===== src/rtl/up_down_pkg.sv =====
// up_down_pkg
//   Shared definitions for the UP/DOWN guessing-game judge: game state
//   encoding, LFSR width/type and the LFSR step function.
package up_down_pkg;

  localparam int unsigned LFSR_W = 4;

  typedef logic [LFSR_W-1:0] lfsr_t;

  typedef enum logic [1:0] {
    IDLE = 2'd0,
    PLAY = 2'd1,
    WIN  = 2'd2,
    LOSE = 2'd3
  } state_t;

  // Shift left, feed back bit3 ^ bit2 into bit0 (1011 -> 0111 -> 1111 -> 1110 ...).
  function automatic lfsr_t lfsr_next(input lfsr_t cur);
    return {cur[LFSR_W-2:0], cur[3] ^ cur[2]};
  endfunction

endpackage


===== src/rtl/up_down_btn_edge.sv =====
// up_down_btn_edge
//   Registered rising-edge one-shot for a raw level button. PULSE is high for
//   exactly one cycle, the cycle after the edge that first sees LEVEL=1 with
//   the previous sample at 0. A held button yields a single pulse.
// Ports:
//   CLK    in  clock, posedge
//   RESETN in  synchronous active-low reset (clears history and pulse)
//   LEVEL  in  raw button level
//   PULSE  out one-cycle registered pulse
module up_down_btn_edge
  import up_down_pkg::*;
(
  input  logic CLK,
  input  logic RESETN,
  input  logic LEVEL,
  output logic PULSE
);

  logic prev;

  always_ff @(posedge CLK) begin
    if (!RESETN) begin
      prev  <= '0;
      PULSE <= '0;
    end else begin
      prev  <= LEVEL;
      PULSE <= LEVEL & ~prev;
    end
  end

endmodule


===== src/rtl/up_down_judge.sv =====
// up_down_judge
//   Judge side of the UP/DOWN number-guessing game. A free-running LFSR
//   supplies the secret on each new game; each accepted SUBMIT compares GUESS
//   with the secret and reports UP / DOWN / CORRECT, counting tries up to
//   MAX_TRIES.
// Parameters:
//   MAX_VALUE  highest legal guess/secret, 2^k-1 (1,3,7,15)
//   MAX_TRIES  submits allowed per game (1..15)
//   SEED       nonzero LFSR reset value
// Ports:
//   CLK, RESETN          clock / synchronous active-low reset
//   GUESS[3:0]           guess sampled on an accepted submit
//   SUBMIT, NEW_GAME     raw level buttons
//   HINT_UP, HINT_DOWN   last valid guess below / above the secret
//   CORRECT, GAME_OVER   game won / game lost
//   INVALID              last submit was above MAX_VALUE
//   PLAYING              game in progress
//   TRIES[3:0]           accepted submits this game
//   SECRET[3:0]          current secret
module up_down_judge
  import up_down_pkg::*;
#(
  parameter int unsigned MAX_VALUE = 3,
  parameter int unsigned MAX_TRIES = 4,
  parameter logic [3:0]  SEED      = 4'b1011
) (
  input  logic       CLK,
  input  logic       RESETN,
  input  logic [3:0] GUESS,
  input  logic       SUBMIT,
  input  logic       NEW_GAME,
  output logic       HINT_UP,
  output logic       HINT_DOWN,
  output logic       CORRECT,
  output logic       GAME_OVER,
  output logic       INVALID,
  output logic       PLAYING,
  output logic [3:0] TRIES,
  output logic [3:0] SECRET
);

  localparam lfsr_t MAX_V     = lfsr_t'(MAX_VALUE);
  localparam lfsr_t TRY_LIMIT = lfsr_t'(MAX_TRIES);

  state_t state;
  lfsr_t  lfsr;
  logic   sub_pulse;
  logic   ng_pulse;
  lfsr_t  tries_inc;

  up_down_btn_edge u_sub_edge (
    .CLK    (CLK),
    .RESETN (RESETN),
    .LEVEL  (SUBMIT),
    .PULSE  (sub_pulse)
  );

  up_down_btn_edge u_ng_edge (
    .CLK    (CLK),
    .RESETN (RESETN),
    .LEVEL  (NEW_GAME),
    .PULSE  (ng_pulse)
  );

  assign tries_inc = TRIES + 4'd1;
  assign PLAYING   = (state == PLAY);

  always_ff @(posedge CLK) begin
    if (!RESETN) begin
      state     <= IDLE;
      lfsr      <= SEED;
      SECRET    <= '0;
      TRIES     <= '0;
      HINT_UP   <= '0;
      HINT_DOWN <= '0;
      CORRECT   <= '0;
      GAME_OVER <= '0;
      INVALID   <= '0;
    end else begin
      lfsr <= lfsr_next(lfsr);

      // NEW_GAME has priority in every state; a simultaneous submit is dropped.
      if (ng_pulse) begin
        SECRET    <= lfsr & MAX_V;
        TRIES     <= '0;
        HINT_UP   <= '0;
        HINT_DOWN <= '0;
        CORRECT   <= '0;
        GAME_OVER <= '0;
        INVALID   <= '0;
        state     <= PLAY;
      end else if (sub_pulse && state == PLAY) begin
        if (GUESS > MAX_V) begin
          INVALID <= '1;
        end else begin
          INVALID <= '0;
          TRIES   <= tries_inc;
          if (GUESS == SECRET) begin
            CORRECT   <= '1;
            HINT_UP   <= '0;
            HINT_DOWN <= '0;
            state     <= WIN;
          end else begin
            HINT_UP   <= (GUESS < SECRET);
            HINT_DOWN <= (GUESS > SECRET);
            if (tries_inc == TRY_LIMIT) begin
              GAME_OVER <= '1;
              state     <= LOSE;
            end
          end
        end
      end
    end
  end

endmodule


===== config.mk =====
export PLATFORM = sky130hd
export DESIGN_NAME = up_down_judge
export DESIGN_NICKNAME = d
export VERILOG_FILES = /design/src/rtl/up_down_pkg.sv /design/src/rtl/up_down_btn_edge.sv /design/src/rtl/up_down_judge.sv
export SDC_FILE = /design/constraint.sdc
export NUM_CORES = 1
export LEC_CHECK = 0
export ABC_CLOCK_PERIOD_IN_PS = 1670
export CAP_MARGIN = 10
export CORE_MARGIN = 8
export CORE_UTILIZATION = 30
export CTS_CLUSTER_DIAMETER = 60
export CTS_CLUSTER_SIZE = 16
export DETAILED_ROUTE_END_ITERATION = 10
export GPL_ROUTABILITY_DRIVEN = 0
export PLACE_DENSITY = 0.55
export SLEW_MARGIN = 5
export SYNTH_ARGS = -nofsm -noshare
export SYNTH_HDL_FRONTEND = slang
export SYNTH_SLANG_ARGS = --single-unit

===== constraint.sdc =====
create_clock -name CLK -period 1.67 [get_ports CLK]
set_input_delay 0.334 -clock CLK [delete_from_list [all_inputs] [get_ports CLK]]
set_output_delay 0.334 -clock CLK [all_outputs]
set_load 0.01 [all_outputs]

* Word-level counts from Yosys, hierarchy flattened
Index checks and enable logic that the tools add are counted.
** Storage, ports and cells
- Flip-flop bits (word level) :: 21
- Input bits :: 8
- Output and inout port bits :: 14
- Word-level logic and storage cells :: 48
** Operators by class
- Add/subtract/negate cells :: 1
- Magnitude comparators :: 3
- Equality and inequality tests :: 4
- Multiplexer cells :: 8
- Bitwise operators :: 8
- Reductions and logical operators :: 10
** Operators with widths (number)
- AND reduction 3 bit :: 3
- two-way mux 1 bit :: 6
- inverter 1 bit :: 5
- adder 4 x 1 -> 4 bit, second input constant :: 1
- equality test 4 x 2 -> 1 bit :: 1
- equality test 4 x 3 -> 1 bit, second input constant :: 1
- greater-than comparator 4 x 2 -> 1 bit :: 1
- greater-than comparator 4 x 2 -> 1 bit, second input constant :: 1
- less-than comparator 4 x 2 -> 1 bit :: 1
- two-way mux 2 bit :: 2
- AND reduction 4 bit :: 1
- nonzero test 2 bit :: 2
- nonzero test 3 bit :: 1
- bitwise AND 1 bit :: 2
- equality test 2 x 1 -> 1 bit, second input constant :: 1
- != test 2 x 1 -> 1 bit, second input constant :: 1
- AND reduction 2 bit :: 1
- OR reduction 2 bit :: 1
- logical AND 1 bit :: 1
- XOR 1 bit :: 1

* Depth between registers and ports, before layout
Gate-level depths: netlist of run 1.
- Depth in word-level cells :: 7
- Depth in mapped cells :: 5
- Depth with buffers taken out :: 5

* By module
A second synthesis of run 1 with hierarchy kept.
** Unflattened totals
- Cell total of the unflattened synthesis :: 90
- Area total of the unflattened synthesis :: 867.1 sq um
** By module, submodules not included
- up_down_judge :: instances 1, cells an instance 82, area each 757.0 sq um, sequential area each 340.3 sq um
- up_down_btn_edge :: instances 2, cells an instance 4, area each 55.1 sq um, sequential area each 40.0 sq um

* Least setup slack after synthesis of run 1
No wires, ideal clock.
- Path kind :: input to register
- Start point :: input GUESS[3]
- End point :: register TRIES[3]
- Setup time :: 0.070 ns
- Arrival time :: 1.252 ns
- Data required time :: 1.600 ns
- Slack :: 0.348 ns
- Cell stages on the path :: 4
- Buffers on the path :: 1
- Path through :: or2_0 > buf_2 > or4_1 > a21oi_1
** On the way
- Word-level cells in the longest chain between the ends :: 3
** Ends and longest elaborated chain
- from (decl) :: line up_down_judge.sv:29 : input logic [3:0] GUESS,
- greater-than comparator 4 x 2 -> 1 bit :: line up_down_judge.sv:93 : if (GUESS > MAX_V) begin
- inverter 1 bit (no line)
- AND reduction 2 bit (no line)
- to (signal assigned) :: line up_down_judge.sv:97 : TRIES <= tries_inc;
- to (decl) :: line up_down_judge.sv:38 : output logic [3:0] TRIES,
Every way passes these cells.
A chain may end at the register's enable or synchronous reset.

* Worst setup path after layout of run 1
- Start point :: register TRIES[1]
- End point :: output TRIES[1]
No word-level cell between the ends.

==> results_dict.tcl, run 1 <==
set metrics [dict create \
    run_status "complete, no violations" \
    power.density_cell_area_mw_per_mm2 783 \
    vias_in_the_first_global_route 702 \
    drtAntennaViolNets 0 \
    cts.path.max_buffers 2 \
    worst_setup_path_startpoint "TRIES[1]$_SDFFE_PP0P_" \
    p_leak_nw 0.427 \
    wl_met1_um 823 \
    clkLatencyLatePin_ns 0.30 \
    number_of_detailed_routing_iterations_run_before_antenna_repair 4 \
    postSynth.asyncResetShare_pct 0 \
    die_area_sq_mm 0.00482 \
    syn_area_per_cell_sq_um 9.42 \
    maxSlewViolCount 0 \
    netlist-cell-type-count 32 \
    synth-edff-count 0 \
    route.detailed.drc 0 \
    cts_inserted_buffers 3 \
    clock_power_share_pct 27.7 \
    period_minus_ws_final_ns 1.57 \
    critical-path-max-stage-delay_ns 0.55 \
    synth_area_leader_cell "dfxtp_1" \
    global_route_overflow 0 \
    timing.critical_path.required_ns 1.34 \
    cts.root.buffer_cell "clkbuf_4" \
    post_drt_wl_per_cell_um 12.5 \
    slowest_cell_on_the_critical_path "clkdlybuf4s50_1" \
    syn-cell-area_sq_um 857 \
    hold_slack_ns 0.391 \
    die_height_um 69.5 \
    met3_wirelength_um 138 \
    drtIter0Drc 12 \
    clock_pin_slew_on_the_worst_setup_and_hold_paths_ns 0.12 \
    critPathCaptureType "output pin" \
    synth.area.top_cells "dfxtp_1, ha_1, o21ai_0" \
    h-tree-depth 1 \
    worst-setup-path-type "flop to output pin" \
    grt_antenna_before_repair 0 \
    num_rows 19 \
    floorplan.io_pins 22 \
    setup_repair_after_global_routing_missed_its_margin "no" \
    setup.worst_path.start_class "flop" \
    ys_top_cells_by_count "dfxtp_1, o21ai_0, a21oi_1, nand2_1" \
    dr_total_vias 691 \
    areaGrowthSynthToFinish_pct 31.2 \
    power.switching_fraction_pct 24.2 \
    buffer_ports.inserted 19 \
    num_antenna_cells 0 \
    p_int_mw 0.668 \
    finalCritPeriodShare_pct 94.2 \
    maximum_clock_skew_at_final_layout_ns 0.00153 \
    cap_viol_max_count 0 \
    groute.usage.overall_pct 7.89 \
    cp_max_fo 4 \
    die_w_um 69.5 \
    comb_power_share_pct 12.0 \
    grt_first_pass_wirelength_um 3260 \
    timing_hold_violations_final 0 \
    postCtsHoldBufs 0 \
    synth-seq-area-share_pct 49.1 \
    r2r-start "state[1]$_SDFFE_PP0P_" \
    cts_tree "done" \
    fmaxAchievable_mhz 636 \
    synth_largest_type_area_fraction_pct 49.1 \
    yosys_warnings 0 \
    layout-drive-gt1-share_pct 10.5 \
    critical_path.cell_chain "clkdlybuf4s50_1" \
    cp_num_buf_inv 1 \
    via_per_inst 4.77 \
    p_switching_mw 0.213 \
    relative_contribution_of_sequential_cells_to_total_power_pct 60.3 \
    timing.hold.worst.class "flop to flop" \
    nNetsFinal 126 \
    path_delay_family "buffers and inverters" \
    syn-instance-count 91 \
    hold_path.startpoint "u_sub_edge.prev$_SDFF_PN0_" \
    vdd_drop_max_mv 0.512 \
    route.met2.wl_um 837 \
    grt_max_degree 13 \
    placeableCoreArea_sq_mm 0.00273 \
    post-layout-total-power_mw 0.881 \
    setup_viol 0 \
    synth-seq-cells 21 \
    route.final.wire_length_um 1810 \
    synth_most_common_cell "dfxtp_1" \
    initial_core_util_pct 31.4 \
    clkSinkCount 21 \
    synth_flop_cell "dfxtp_1" \
    arrival_ns 1.24 \
    topRoutingLayerUsed "met4" \
]
[worst paths after layout]
path	end	slack, ns	cells past startpoint
worst min register to register	u_sub_edge.PULSE$_SDFF_PN0_	0.39	1
worst max-delay path	TRIES[1]	0.1	1
worst min-delay path	u_sub_edge.PULSE$_SDFF_PN0_	0.39	1
worst max register to register	TRIES[3]$_SDFFE_PP0P_	0.29	3
[per-layer routing]
| metal | GRT usage [%] | vias to the layer above |
|---|---|---|
| li1 | - | 357 |
| met1 | 9.21 | 316 |
| met2 | 12.2 | 16 |
| met3 | 3.43 | 2 |
| met4 | 3.42 | 0 |
| met5 | 0 | - |
[registers in the layout, indices dropped and copies added, names as in the netlist, 2 cells and up]
register,flops
SECRET,2
state,2
TRIES,4
lfsr,4
[power by group through the flow]
stage	Combinational [mW]	Sequential [mW]	Clock (mW)
finish	0.106	0.531	0.244
global route	0.119	0.534	0.286
CTS	0.108	0.532	0.263
detailed placement	0.108	0.543	0
global placement	0.108	0.542	0
floorplan	0.0618	0.540	0
[through the flow]
step / std cells / setup TNS (ns) / utilization, % / setup WS, ns / cell area, sq um
after floorplan: 92 / 0 / - / 0.348 / 861
after global placement: 141 / -0.0878 / 40.1 / -0.0863 / 1100
after detailed placement: 141 / -0.121 / 40.1 / -0.102 / 1100
after CTS: 145 / 0 / 41.1 / 0.0180 / 1120
after global routing: 145 / 0 / 41.1 / 0.0173 / 1120
final: 145 / 0 / 41.1 / 0.0966 / 1120
[placed cells by master, fill, tap and decap left out, types with 3 or more instances in the layout]
| cell | Yosys | layout |
|---|---|---|
| a21oi_1 | 6 | 6 |
| and2_1 | 3 | 3 |
| buf_4 | 2 | 5 |
| clkbuf_4 | 0 | 3 |
| clkdlybuf4s50_1 | 0 | 18 |
| dfxtp_1 | 21 | 19 |
| ha_1 | 3 | 3 |
| mux2i_1 | 3 | 3 |
| nand2_1 | 6 | 6 |
| nand2b_1 | 5 | 5 |
| nor2_1 | 3 | 3 |
| nor2b_1 | 5 | 5 |
| o21ai_0 | 7 | 7 |
[what timing repair did]
action	CTS	global route
resized for setup	1	2
endpoints found under the hold margin	0	0
buffers inserted	0	0
setup endpoints to repair	1	2
[area by class of cell]
cell class	count	area [sq um]
multi-input cells	63	402
clock inverters	1	5.00
inverters	2	7.51
well taps	31	38.8
fillers	265	1610
flip-flops and latches	21	423
repair buffers	24	226
clock buffers	3	22.5
[cells by family after synthesis]
| family | count (synthesis) | share of synthesized area, % |
|---|---|---|
| multiplexers | 3 | 3.50 |
| AO/OA/AOI/OAI | 19 | 13.3 |
| other | 1 | 0.438 |
| flip-flops | 21 | 49.1 |
| AND/OR/NAND/NOR | 35 | 23.8 |
| XOR/XNOR | 1 | 1.02 |
| buffers and inverters | 8 | 4.52 |
| adder cells (fa/ha/maj) | 3 | 4.38 |
No activity file was read; power rests on OpenSTA's default activity.
==> run 2: changes to the inputs <==
--- a/config.mk
+++ b/config.mk
@@ -12,8 +12,9 @@
 export CTS_CLUSTER_DIAMETER = 60
 export CTS_CLUSTER_SIZE = 16
 export DETAILED_ROUTE_END_ITERATION = 10
+export DONT_BUFFER_PORTS = 1
 export GPL_ROUTABILITY_DRIVEN = 0
-export PLACE_DENSITY = 0.55
+export PLACE_DENSITY = 0.46
 export SLEW_MARGIN = 5
 export SYNTH_ARGS = -nofsm -noshare
 export SYNTH_HDL_FRONTEND = slang
==> run 2 against run 1 <==
  * Power fell by 3.4%
  * Die area did not move
  * Via count fell by 11%
  * Hold slack got worse by 0.30 ns
  * Combinational power fell by 40%
  * Critical path type is now flop to flop
  * Largest cell class unchanged
==> results_dict.tcl, run 2 (synthesized netlist as in run 1, its figures left out) <==
set metrics [dict create \
    nNetsFinal 102 \
    setup_repair_after_global_routing_missed_its_margin "no" \
    post_cts_buffers 0 \
    vdd_drop_max_mv 0.613 \
    final_cell_mix "dfxtp_1, o21ai_0, a21oi_1, nand2_1" \
    cts.root.buffer_cell "clkbuf_4" \
    h-tree-depth 1 \
    die_w_um 69.5 \
    clkLatencyLatePin_ns 0.31 \
    hold_slack_ns 0.0896 \
    place_area_sq_um 868 \
    grt_first_pass_wirelength_um 2790 \
    route.detailed.drc 0 \
    cp_max_fo 8 \
    fmaxAchievable_mhz 725 \
    via_per_inst 5.10 \
    critPathCaptureType "flop" \
    groute.usage.overall_pct 7.07 \
    finalSetupTns_ns 0 \
    power.density_cell_area_mw_per_mm2 948 \
    layout-drive-gt1-share_pct 5.56 \
    final_cell_count_no_fill 121 \
    global_route_overflow 0 \
    die_area_sq_mm 0.00482 \
    num_rows 19 \
    placeableCoreArea_sq_mm 0.00273 \
    buffer_ports.inserted 0 \
    vias_in_the_first_global_route 541 \
    postCtsHoldBufs 0 \
    maxSlewViolCount 0 \
    cts_tree "done" \
    timing.critical_path.required_ns 1.92 \
    setup.worst_path.start_class "flop" \
    reg_top3 "TRIES: 4 flops, lfsr: 4 flops" \
    floorplan.io_pins 22 \
    place_worst_setup_slack_ns 0.292 \
    areaGrowthSynthToFinish_pct 4.82 \
    setup_viol 0 \
    grt_antenna_before_repair 0 \
    cts.path.max_buffers 2 \
    initial_core_util_pct 31.4 \
    grt_max_degree 14 \
    post_drt_wl_per_cell_um 14.3 \
    timing_hold_violations_final 0 \
    drtAntennaViolNets 0 \
    placedCellCount 117 \
    clock_pin_slew_on_the_worst_setup_and_hold_paths_ns 0.12 \
    p_leak_nw 0.327 \
    run_status "complete, no violations" \
    worst-setup-path-type "flop to flop" \
    clkSinkCount 21 \
    arrival_ns 1.63 \
    cap_viol_max_count 0 \
    final_common_cell "dfxtp_1" \
    cts_resized 0 \
    period_minus_ws_final_ns 1.38 \
    setup_ws_ns 0.291 \
    dr_total_vias 617 \
    die_height_um 69.5 \
    num_antenna_cells 0 \
    dpl.hpwl_um 1300 \
    cts_inserted_buffers 3 \
    finalCritPeriodShare_pct 82.5 \
    timing.hold.worst.class "input port to flop" \
    final_design_area_no_fill_sq_um 898 \
    drtIter0Drc 15 \
    maximum_clock_skew_at_final_layout_ns 0.00240 \
    number_of_detailed_routing_iterations_run_before_antenna_repair 4 \
    route.final.wire_length_um 1730 \
]
-- run 2: per-layer routing --
metal  wire [um]  up-vias  global-route usage [%]
met1         725      285                    8.27
met4           0        0                    1.37
met3         213        0                    5.29
li1            -      308                       -
met5           0        -                       0
met2         789       24                    10.0
-- run 2: report_power, final --
| group | internal, mW | leakage (nW) | switching (mW) |
|---|---|---|---|
| clock network | 0.0912 | 0.0139 | 0.163 |
| registers | 0.519 | 0.172 | 0.0144 |
| logic | 0.0280 | 0.141 | 0.0357 |
-- run 2: through the flow --
step                      utilization (%)  power (mW)
after floorplan                         -       0.602
after global placement               31.8       0.608
after detailed placement             31.8       0.609
after CTS                            32.9       0.870
after global routing                 32.9       0.910
final                                32.9       0.852
-- run 2: path summary, 6_finish.rpt --
kind / end / cells past startpoint / from / slack, ns
max reg2reg: TRIES[3]$_SDFFE_PP0P_ / 3 / state[1]$_SDFFE_PP0P_ / 0.29
min: lfsr[0]$_SDFF_PN1_ / 1 / RESETN / 0.09
min reg2reg: u_ng_edge.PULSE$_SDFF_PN0_ / 1 / u_ng_edge.prev$_SDFF_PN0_ / 0.39
max: TRIES[3]$_SDFFE_PP0P_ / 3 / state[1]$_SDFFE_PP0P_ / 0.29
-- run 2: area by class of cell --
type / instances / area [sq um]
Clock buffer: 3 / 22.5
Fill cell: 292 / 1840
Sequential cell: 21 / 420
Inverter: 2 / 7.51
Tap cell: 31 / 38.8
Multi-Input combinational cell: 63 / 402
Clock inverter: 1 / 7.51
-- run 2: critical path: stages (launching register included) --
cell,delay (ns)
dfxtp_1,0.36
nand3b_2,0.30
or4_1,0.53
a21oi_1,0.14
==> run 3: changes to the inputs <==
--- a/config.mk
+++ b/config.mk
@@ -5,7 +5,7 @@
 export SDC_FILE = /design/constraint.sdc
 export NUM_CORES = 1
 export LEC_CHECK = 0
-export ABC_CLOCK_PERIOD_IN_PS = 1670
+export ABC_CLOCK_PERIOD_IN_PS = 1400
 export CAP_MARGIN = 10
 export CORE_MARGIN = 8
 export CORE_UTILIZATION = 30
==> constraint.sdc (replaced) <==
create_clock -name CLK -period 1.4 [get_ports CLK]
set_input_delay 0.28 -clock CLK [delete_from_list [all_inputs] [get_ports CLK]]
set_output_delay 0.28 -clock CLK [all_outputs]
set_load 0.01 [all_outputs]
==> run 3 against run 2 <==
  * Hold slack got worse by 0.054 ns
  * Register-to-register slack got worse by 0.17 ns
  * Clock power increased by 18%
  * Final cell count increased by 5.8%
  * Die area unchanged
  * Clock-buffer cell count unchanged
  * Critical path type unchanged
  * Largest power group unchanged
  * Highest routed layer is now met4
==> results_dict.tcl, run 3 (synthesized netlist as in run 1, its figures left out) <==
set metrics [dict create \
    maximum_clock_skew_at_final_layout_ns 0.00587 \
    critPathCaptureType "flop" \
    grt_first_pass_wirelength_um 3140 \
    cts_inserted_buffers 3 \
    placedCellCount 123 \
    die_height_um 69.5 \
    drtAntennaViolNets 0 \
    fmaxAchievable_mhz 780 \
    timing_hold_violations_final 0 \
    clkSinkCount 21 \
    global_route_overflow 0 \
    cap_viol_max_count 0 \
    areaGrowthSynthToFinish_pct 11.2 \
    dpl.hpwl_um 1420 \
    die_w_um 69.5 \
    p_leak_nw 0.360 \
    post_drt_wl_per_cell_um 14.5 \
    vdd_drop_max_mv 0.633 \
    post-layout-total-power_mw 1.03 \
    buffer_ports.inserted 0 \
    via_per_inst 5.08 \
    worst_hold_path.num_cells 1 \
    layout-drive-gt1-share_pct 11.3 \
    final_cell_count_no_fill 128 \
    number_of_detailed_routing_iterations_run_before_antenna_repair 4 \
    reg_top3 "TRIES: 4 flops, lfsr: 4 flops" \
    timing.hold.worst.class "input port to flop" \
    cts_resized 0 \
    cp_max_fo 5 \
    floorplan.io_pins 22 \
    postCtsHoldBufs 0 \
    placeableCoreArea_sq_mm 0.00273 \
    worst-setup-path-type "flop to flop" \
    setup_repair_after_global_routing_missed_its_margin "no" \
    num_rows 19 \
    dr_total_vias 650 \
    run_status "complete, no violations" \
    post_cts_buffers 0 \
    final_cell_mix "dfxtp_1, o21ai_0, a21oi_1, nand2_1, buf_4" \
    arrival_ns 1.53 \
    die_area_sq_mm 0.00482 \
    route.final.wire_length_um 1860 \
    final_common_cell "dfxtp_1" \
    setup.worst_path.start_class "flop" \
    groute.usage.overall_pct 7.94 \
    nNetsFinal 109 \
    timing.critical_path.required_ns 1.65 \
    vias_in_the_first_global_route 631 \
    cts.root.buffer_cell "clkbuf_4" \
    power.density_cell_area_mw_per_mm2 1080 \
    setup_viol 0 \
    cts.path.max_buffers 2 \
    clock_pin_slew_on_the_worst_setup_and_hold_paths_ns 0.12 \
    number_of_cells_on_the_worst_reg_to_reg_path 3 \
    clkLatencyLatePin_ns 0.31 \
    grt_max_degree 14 \
    finalCritPeriodShare_pct 91.6 \
    period_minus_ws_final_ns 1.28 \
    initial_core_util_pct 31.4 \
    cts_tree "done" \
    h-tree-depth 1 \
    grt_antenna_before_repair 0 \
    maxSlewViolCount 0 \
    route.detailed.drc 0 \
    drtIter0Drc 46 \
    num_antenna_cells 0 \
    finalSetupTns_ns 0 \
]
[run 3: cell types whose count changed in the layout (fill, tap and decap cells not counted)]
cell	delta
buf_4	+6
dlygate4sd3_1	+1
[run 3: worst max-delay path, cell delays in order, from the launching register on]
cell and delay, ns:
dfxtp_1 0.35, nand3b_2 0.21, or4_1 0.51, a21oi_1 0.15
[run 3: area by class of cell]
| class | instances | area (sq um) |
|---|---|---|
| fill | 288 | 1780 |
| sequential | 21 | 420 |
| multi-input combinational | 63 | 402 |
| timing repair buffer | 7 | 55.1 |
| tap | 31 | 38.8 |
| clock buffer | 3 | 22.5 |
| clock inverter | 1 | 7.51 |
| inverter | 2 | 7.51 |
[run 3: metrics by stage]
step	hold slack (ns)	utilization, %	setup slack, ns	instance area [sq um]
6_report	0.0357	34.9	0.118	953
5_1_grt	0.00456	34.9	0.0254	953
4_1_cts	0.0133	34.5	0.118	943
3_5_place_dp	0.348	33.4	0.135	913
3_3_place_gp	0.348	33.4	0.138	913
2_1_floorplan	0.367	-	0.132	861
[run 3: final timing paths]
check / start / endpoint / slack [ns]
setup / recovery: state[1]$_SDFFE_PP0P_ / TRIES[3]$_SDFFE_PP0P_ / 0.12
hold / removal: RESETN / lfsr[1]$_SDFF_PN1_ / 0.04
setup reg to reg: state[1]$_SDFFE_PP0P_ / TRIES[3]$_SDFFE_PP0P_ / 0.12
hold reg to reg: u_ng_edge.prev$_SDFF_PN0_ / u_ng_edge.PULSE$_SDFF_PN0_ / 0.39
[run 3: power breakdown]
group          switching, mW  internal [mW]  total [mW]  leakage, nW
Sequential            0.0140          0.619       0.633        0.172
Combinational         0.0502         0.0449      0.0952        0.174
Clock                  0.191          0.109       0.300       0.0139
[run 3: routing by layer]
| metal | global-route usage [%] | vias up | wire, um |
|---|---|---|---|
| met5 | 0 | - | 0 |
| met4 | 2.73 | 0 | 19 |
| met3 | 4.43 | 2 | 203 |
| met2 | 11.8 | 28 | 859 |
| met1 | 9.34 | 295 | 773 |
| li1 | - | 325 | - |
